--- src/rtl/reset_requester.sv ---
// Reset request initiator: turns single-cycle hard/soft/peripheral requests into timed, prioritised
// request pulses and confirms the generator honoured and released each one. Optional WAIT_REL timeout: RESET_REQ_TIMEOUT_EN.
module reset_requester #(
    parameter int unsigned PULSE_CYCLES   = 16,
    parameter int unsigned TIMEOUT_CYCLES = 1048576,
    parameter int unsigned CNT_W          = 21
) (
    input  logic       clk,
    input  logic       i_reset,
    input  logic       req_hard,
    input  logic       req_soft,
    input  logic       req_peripheral,
    input  logic       mb_reset_in,
    input  logic       peripheral_reset_in,
    output logic       reset_hard,
    output logic       reset_soft,
    output logic       reset_peripheral,
    output logic       busy,
    output logic       done,
    output logic       timeout,
    output logic [1:0] last_kind
);

    localparam logic [1:0] ST_IDLE     = 2'd0;
    localparam logic [1:0] ST_ASSERT   = 2'd1;
    localparam logic [1:0] ST_WAIT_REL = 2'd2;

    localparam logic [1:0] KIND_NONE   = 2'b00;
    localparam logic [1:0] KIND_PERIPH = 2'b01;
    localparam logic [1:0] KIND_SOFT   = 2'b10;
    localparam logic [1:0] KIND_HARD   = 2'b11;

    localparam logic [CNT_W-1:0] CNT_ZERO     = {CNT_W{1'b0}};
    localparam logic [CNT_W-1:0] CNT_ONE      = {{(CNT_W-1){1'b0}}, 1'b1};
    localparam logic [CNT_W-1:0] PULSE_LOAD   = CNT_W'(PULSE_CYCLES - 32'd1);
    localparam logic [CNT_W-1:0] TIMEOUT_LOAD = CNT_W'(TIMEOUT_CYCLES - 32'd1);

    // Pending/request vectors are ordered {hard, soft, peripheral}.
    function automatic logic [1:0] pick_kind(input logic [2:0] cand);
        logic [1:0] k;
        if (cand[2]) begin
            k = KIND_HARD;
        end else if (cand[1]) begin
            k = KIND_SOFT;
        end else if (cand[0]) begin
            k = KIND_PERIPH;
        end else begin
            k = KIND_NONE;
        end
        return k;
    endfunction

    function automatic logic [2:0] kind_mask(input logic [1:0] k);
        logic [2:0] m;
        case (k)
            KIND_HARD:   m = 3'b100;
            KIND_SOFT:   m = 3'b010;
            KIND_PERIPH: m = 3'b001;
            default:     m = 3'b000;
        endcase
        return m;
    endfunction

    function automatic logic ack_of(input logic [1:0] k, input logic mb, input logic pr);
        logic a;
        case (k)
            KIND_HARD:   a = mb & pr;
            KIND_SOFT:   a = mb;
            KIND_PERIPH: a = pr;
            default:     a = 1'b0;
        endcase
        return a;
    endfunction

    logic [1:0]       state_q, state_d;
    logic [2:0]       pend_q, pend_d;
    logic [1:0]       kind_q, kind_d;
    logic [CNT_W-1:0] cnt_q, cnt_d;
    logic             ack_q, ack_d;
    logic [2:0]       out_q, out_d;
    logic             done_q, done_d;
    logic             busy_q, busy_d;
    logic [1:0]       last_q, last_d;
    logic             timeout_d;

    logic [2:0]       req_v_s;
    logic [2:0]       cand_s;
    logic             ack_sig_s;

    assign req_v_s   = {req_hard, req_soft, req_peripheral};
    assign cand_s    = pend_q | req_v_s;
    assign ack_sig_s = ack_of(kind_q, mb_reset_in, peripheral_reset_in);

    // Next-state logic for the request FSM, pending set and acknowledge tracking
    always_comb begin
        state_d   = state_q;
        pend_d    = pend_q;
        kind_d    = kind_q;
        cnt_d     = cnt_q;
        ack_d     = ack_q;
        done_d    = 1'b0;
        timeout_d = 1'b0;
        last_d    = last_q;
        case (state_q)
            ST_IDLE: begin
                if (cand_s != 3'b000) begin
                    kind_d  = pick_kind(cand_s);
                    pend_d  = cand_s & ~kind_mask(pick_kind(cand_s));
                    cnt_d   = PULSE_LOAD;
                    ack_d   = 1'b0;
                    state_d = ST_ASSERT;
                end else begin
                    pend_d  = pend_q;
                end
            end
            ST_ASSERT: begin
                // A repeat of the kind being served is absorbed into the current pulse.
                pend_d = pend_q | (req_v_s & ~kind_mask(kind_q));
                ack_d  = ack_q | ack_sig_s;
                if (cnt_q == CNT_ZERO) begin
                    cnt_d   = TIMEOUT_LOAD;
                    state_d = ST_WAIT_REL;
                end else begin
                    cnt_d   = cnt_q - CNT_ONE;
                end
            end
            ST_WAIT_REL: begin
                pend_d = pend_q | req_v_s;
                if (ack_q && !ack_sig_s) begin
                    done_d  = 1'b1;
                    last_d  = kind_q;
                    ack_d   = 1'b0;
                    state_d = ST_IDLE;
                end else begin
                    ack_d = ack_q | ack_sig_s;
`ifdef RESET_REQ_TIMEOUT_EN
                    if (cnt_q == CNT_ZERO) begin
                        timeout_d = 1'b1;
                        last_d    = kind_q;
                        ack_d     = 1'b0;
                        state_d   = ST_IDLE;
                    end else begin
                        cnt_d     = cnt_q - CNT_ONE;
                    end
`else
                    cnt_d = cnt_q;
`endif
                end
            end
            default: begin
                state_d = ST_IDLE;
                ack_d   = 1'b0;
            end
        endcase
        out_d  = (state_d == ST_ASSERT) ? kind_mask(kind_d) : 3'b000;
        busy_d = (state_d != ST_IDLE);
    end

    // State, pending set and registered outputs
    always_ff @(posedge clk or posedge i_reset) begin
        if (i_reset) begin
            state_q <= ST_IDLE;
            pend_q  <= 3'b000;
            kind_q  <= KIND_NONE;
            cnt_q   <= CNT_ZERO;
            ack_q   <= 1'b0;
            out_q   <= 3'b000;
            done_q  <= 1'b0;
            busy_q  <= 1'b0;
            last_q  <= KIND_NONE;
        end else begin
            state_q <= state_d;
            pend_q  <= pend_d;
            kind_q  <= kind_d;
            cnt_q   <= cnt_d;
            ack_q   <= ack_d;
            out_q   <= out_d;
            done_q  <= done_d;
            busy_q  <= busy_d;
            last_q  <= last_d;
        end
    end

`ifdef RESET_REQ_TIMEOUT_EN
    logic timeout_q;

    // Registered abandon pulse
    always_ff @(posedge clk or posedge i_reset) begin
        if (i_reset) begin
            timeout_q <= 1'b0;
        end else begin
            timeout_q <= timeout_d;
        end
    end

    assign timeout = timeout_q;
`else
    logic unused_timeout_s;
    assign unused_timeout_s = timeout_d;
    assign timeout          = 1'b0;
`endif

    assign reset_hard       = out_q[2];
    assign reset_soft       = out_q[1];
    assign reset_peripheral = out_q[0];
    assign busy             = busy_q;
    assign done             = done_q;
    assign last_kind        = last_q;

endmodule

--- config.mk ---
export PLATFORM = sky130hd
export DESIGN_NAME = reset_requester
export DESIGN_NICKNAME = d
export VERILOG_FILES = /design/src/rtl/reset_requester.sv
export SDC_FILE = /design/constraint.sdc
export NUM_CORES = 1
export LEC_CHECK = 0
export CAP_MARGIN = 20
export CORE_MARGIN = 1.5
export CORE_UTILIZATION = 65
export CTS_BUF_LIST = sky130_fd_sc_hd__clkbuf_4 sky130_fd_sc_hd__clkbuf_8
export CTS_CLUSTER_DIAMETER = 150
export DETAILED_ROUTE_END_ITERATION = 10
export PLACE_DENSITY = 0.87
export SLEW_MARGIN = 20
export SYNTH_ARGS = -nofsm -noshare
export SYNTH_HDL_FRONTEND = slang
export SYNTH_SLANG_ARGS = --single-unit
--- constraint.sdc ---
create_clock -name clk -period 6.6 [get_ports clk]
set_clock_uncertainty 0.15 [all_clocks]
set_input_delay 0.99 -clock clk [delete_from_list [all_inputs] [get_ports clk]]
set_output_delay 0.99 -clock clk [all_outputs]
set_load 0.02 [all_outputs]
# Yosys cells after proc, flatten, opt, wreduce, memory -nomap -nowiden
# Index checks and enable logic that the tools add are counted.
[op_classes] add_sub_neg=1 mux=29 eq_ne=13 n_reduce_logical=11 bitwise_logic=8
[ops] op="$mux W21" count=2
[ops] op="$pmux W21 S2" count=1
[ops] op="$pmux W3 S3" count=4
[ops] op="$logic_not A21 Y1" count=1
[ops] op="$sub A21 B1 Y21 const B" count=1
[ops] op="$mux W2" count=9
[ops] op="$mux W3" count=5
[ops] op="$eq A2 B2 Y1 const B" count=7
[ops] op="$eq A2 B1 Y1 const B" count=5
[ops] op="$and A3 B3 Y3" count=2
[ops] op="$not A3 Y3" count=2
[ops] op="$or A3 B3 Y3" count=2
[ops] op="$pmux W1 S3" count=2
[ops] op="$pmux W2 S3" count=1
[ops] op="$reduce_and A2 Y1" count=3
[ops] op="$reduce_bool A3 Y1" count=2
[ops] op="$mux W1" count=5
[ops] op="$reduce_bool A2 Y1" count=2
[ops] op="$logic_not A2 Y1" count=1
[ops] op="$ne A2 B2 Y1 const B" count=1
[ops] op="$and A1 B1 Y1" count=1
[ops] op="$logic_and A1 B1 Y1" count=1
[ops] op="$logic_not A1 Y1" count=1
[ops] op="$or A1 B1 Y1" count=1
[totals] wordCells=71 reg_bits=36 input_bits=7

# Logic depth before layout (Yosys ltp)
[depth] depth_word=14 depth_mapped=9 mapped_depth_nobuf=8

# Least setup slack after synthesis
# Ideal clock, no wire load.
[synth_timing] kind="in2reg" startpoint="input port req_hard" endpoint="register out_q[0]" t_arrival_ns=2.490 path_slack_ns=3.840 setup_time_ns=0.120 path_buffers=0 stages=5 path_cell_list="nor4_1 and2_0 nor3_1 a2111o_1 and4_1"
[synth_between] elab_chain_cells=7 word_cells_on_any_way=13 classes_between="eq/ne: 4; mux: 7; bitwise: 1; reduce/logical: 1"
[synth_rtl] element="start: declaration" line="10" source="input logic req_hard,"
[synth_rtl] element="$or A3 B3 Y3 *" line="91" source="assign cand_s = pend_q | req_v_s;"
[synth_rtl] element="$reduce_bool A3 Y1 or $mux W2 (tied branches)" line="106, 41"
[synth_rtl] element="$mux W2" line="106" source="if (cand_s != 3'b000) begin"
[synth_rtl] element="$mux W2" line="104" source="case (state_q)"
[synth_rtl] element="$eq A2 B1 Y1 or $eq A2 B2 Y1 (tied branches)" line="55" source="case (k)"
[synth_rtl] element="$pmux W3 S3" line="55"
[synth_rtl] element="$mux W3 *" line="155" source="out_d = (state_d == ST_ASSERT) ? kind_mask(kind_d) : 3'b000;"
[synth_rtl] element="via out_d[0]" line="80" source="logic [2:0] out_q, out_d;"
[synth_rtl] element="end signal: assignment" line="177" source="out_q <= out_d;"
[synth_rtl] element="end: declaration" line="80"
# The timed path passes the listed nets; every way through them passes the cells marked *.
# A chain may end at the register's enable or synchronous reset.

# Final worst setup path
# Ends and elaborated chain as after synthesis.

==> impl_metrics.env <==
export IMPL_post_cts_hold_buffer_count=0
export IMPL_grt_pass1_wl_um=7065
export IMPL_r2r_end="out_q[0]"
export IMPL_synth_edf_count=0
export IMPL_nFillCells=219
export IMPL_area_growth_pct=11.96
export IMPL_path_delay_family="simple AND/OR/NAND/NOR gates"
export IMPL_cts_resized_gates=0
export IMPL_grt_usage_pct=27.31
export IMPL_fp_dieW_um=59.03
export IMPL_h_tree_depth=2
export IMPL_first_global_vias=1603
export IMPL_ys_seq_area_share_pct=44.14
export IMPL_critPathKind="in2reg"
export IMPL_reg2reg_depth=7
export IMPL_core_rowCount=20
export IMPL_place_ws_ns=3.066
export IMPL_hold_end="last_kind[1]"
export IMPL_finalWeightedCongestion=0.8567
export IMPL_avgSynthCellArea_um2=8.873
export IMPL_vias_per_cell=6.123
export IMPL_drive_gt1_share_pct=8.468
export IMPL_async_flop_share_pct=100.0
export IMPL_crit_cells=6
export IMPL_cp_start_kind="input port"
export IMPL_clkTransAtPathRegs_ns=0.12
export IMPL_maxSlewViolCount=0
export IMPL_tns_ns=0
export IMPL_grt_overflow=0
export IMPL_worstMarginPinSlew_ns=1.004
export IMPL_fmax_mhz=310.6
export IMPL_postCtsSetupBuffers=0
export IMPL_drc=0
export IMPL_n_antenna_cell=0
export IMPL_final_nets=259
export IMPL_detail_route_antenna_nets=0
export IMPL_clock_sink_count=36
export IMPL_core_um2=3028
export IMPL_final_common_cell="dfrtp_1"
export IMPL_vias=1788
export IMPL_required_ns=6.69
export IMPL_syn_area_um2=2041
export IMPL_max_stage_delay_ns=0.72
export IMPL_fin_crit_sh_pct=48.78
export IMPL_outcome="finished clean"
export IMPL_maxCapViolations=0
export IMPL_wl_um=4411
export IMPL_fp_dieArea_um2=3485
export IMPL_firstDrtPassIters=5
export IMPL_grt_max_degree=37
export IMPL_most_common_layout_cells="dfrtp_1 (36), o21ai_0 (28), nand2_1 (23)"
export IMPL_synth_fp_nets=242
export IMPL_port_buffers=13
export IMPL_holdPathStages=1
export IMPL_min_from="last_kind[1]"
export IMPL_start_util_pct=67.40
export IMPL_cp_arrival_ns=3.31
export IMPL_ir_worst_vdd_mv=0.2868
export IMPL_crit_reg2reg_launch="cnt_q[0]"
export IMPL_fp_dieH_um=59.03
export IMPL_cts_root_buf="clkbuf_4"
export IMPL_path_buf_inv=1
export IMPL_cp_end_kind="register"
export IMPL_cts_buffers=5
export IMPL_slew_headroom_pct=33.08
export IMPL_cellPowerDensity_nw_per_um2=350.7
export IMPL_clockBufferDepth=2
export IMPL_cts_tree="yes"
export IMPL_crit_slowest_cell="nor4_1"
export IMPL_num_io_pins=15
export IMPL_yosysWarnings=0
export IMPL_avgRoutedWirePerCell_um=15.11
export IMPL_syn_inst=230
export IMPL_path_cells="clkdlybuf4s50_1 -> nor4_1 -> and2_0 -> nor3_1 -> a2111o_1 -> and4_1"
export IMPL_place_hpwl_um=3132
export IMPL_hold_viol=0
export IMPL_p_leak_nw=1.052
export IMPL_design_power_total_uw=801.1
export IMPL_ys_types=54
export IMPL_ys_seq_elements=36
export IMPL_synthFlopType="dfrtp_1"
export IMPL_rsz0062_at_grt="no"
export IMPL_hold_class="reg2reg"
export IMPL_insertion_delay_ns=0.35
export IMPL_postLayoutSetupSlackWorst_ns=3.381
export IMPL_drtIter0Drc=151
export IMPL_antenna_found_initial=0
export IMPL_fin_crit_ns=3.219
export IMPL_setup_viol=0
export IMPL_r2r_setup_slack_ns=3.90
export IMPL_cp_max_fo=6
## layout make-up
class,count,area (µm²),area share [%]
clock buffers,8,66.31,2.903
inverters,18,67.56,2.957
multi-input cells,171,1050,45.95
flip-flops and latches,36,900.9,39.43
well taps,44,55.05,2.410
repair buffers,15,145.1,6.353
## synth_stat cells (4+ instances only)
cell	n	area share, %
a31oi_1	4	1.2
nor3_1	8	2.0
dfrtp_1	36	44
ha_1	5	3.1
a21oi_1	13	3.2
inv_1	18	3.3
o21ai_0	28	6.9
clkbuf_1	4	0.74
nand3_1	6	1.5
nor4_1	7	2.1
nand2_1	23	4.2
nor2_1	19	3.5
o31ai_1	4	1.5
## registers in the layout, indices dropped and copies added (netlist names)
| name | count |
|---|---|
| ack_q | 1 |
| busy | 1 |
| cnt_q | 21 |
| done | 1 |
| kind_q | 2 |
| last_kind | 2 |
| out_q | 3 |
| pend_q | 3 |
| state_q | 2 |
## routing by layer
metal	vias up	share of wire [%]	track usage, %
met1	851	46	37.25
li1	873	-	-
met3	5	6.0	7.424
met5	-	0	0
met2	59	47	41.27
met4	0	1.3	11.36
## logic make-up after synthesis
| family | count (synthesis) | synth area share [%] |
|---|---|---|
| AO/OA/AOI/OAI | 72 | 22.26 |
| XOR/XNOR | 2 | 0.8585 |
| adder cells (fa/ha/maj) | 5 | 3.066 |
| buffers and inverters | 23 | 4.414 |
| flip-flops | 36 | 44.14 |
| multiplexers | 4 | 2.146 |
| other | 1 | 0.1838 |
| AND/OR/NAND/NOR | 87 | 22.93 |
## how the worst max path moves through the flow
stage / start / endpoint / slack [ns]
finish: req_hard / out_q[0] / 3.38
global route: req_hard / out_q[0] / 3.26
CTS: req_hard / out_q[2] / 3.44
detailed placement: req_hard / out_q[0] / 3.07
global placement: req_hard / out_q[0] / 3.17
floorplan: req_hard / out_q[0] / 3.84
## power by group
part	leakage [nW]	switching (mW)	internal (mW)
registers	0.467	0.0456	0.269
clock network	0.0394	0.0757	0.0608
logic	0.546	0.214	0.136
## through the flow
step / instance area [µm²] / instances / utilization, % / hold WS, ns
floorplan: 2041 / 230 / - / 0.3277
global placement: 2218 / 284 / 73.26 / 0.3385
detailed placement: 2218 / 284 / 73.26 / 0.3606
CTS: 2285 / 292 / 75.45 / 0.3842
global route: 2285 / 292 / 75.45 / 0.3985
finish: 2285 / 292 / 75.45 / 0.3780
No activity file was read; power rests on OpenSTA's default activity.
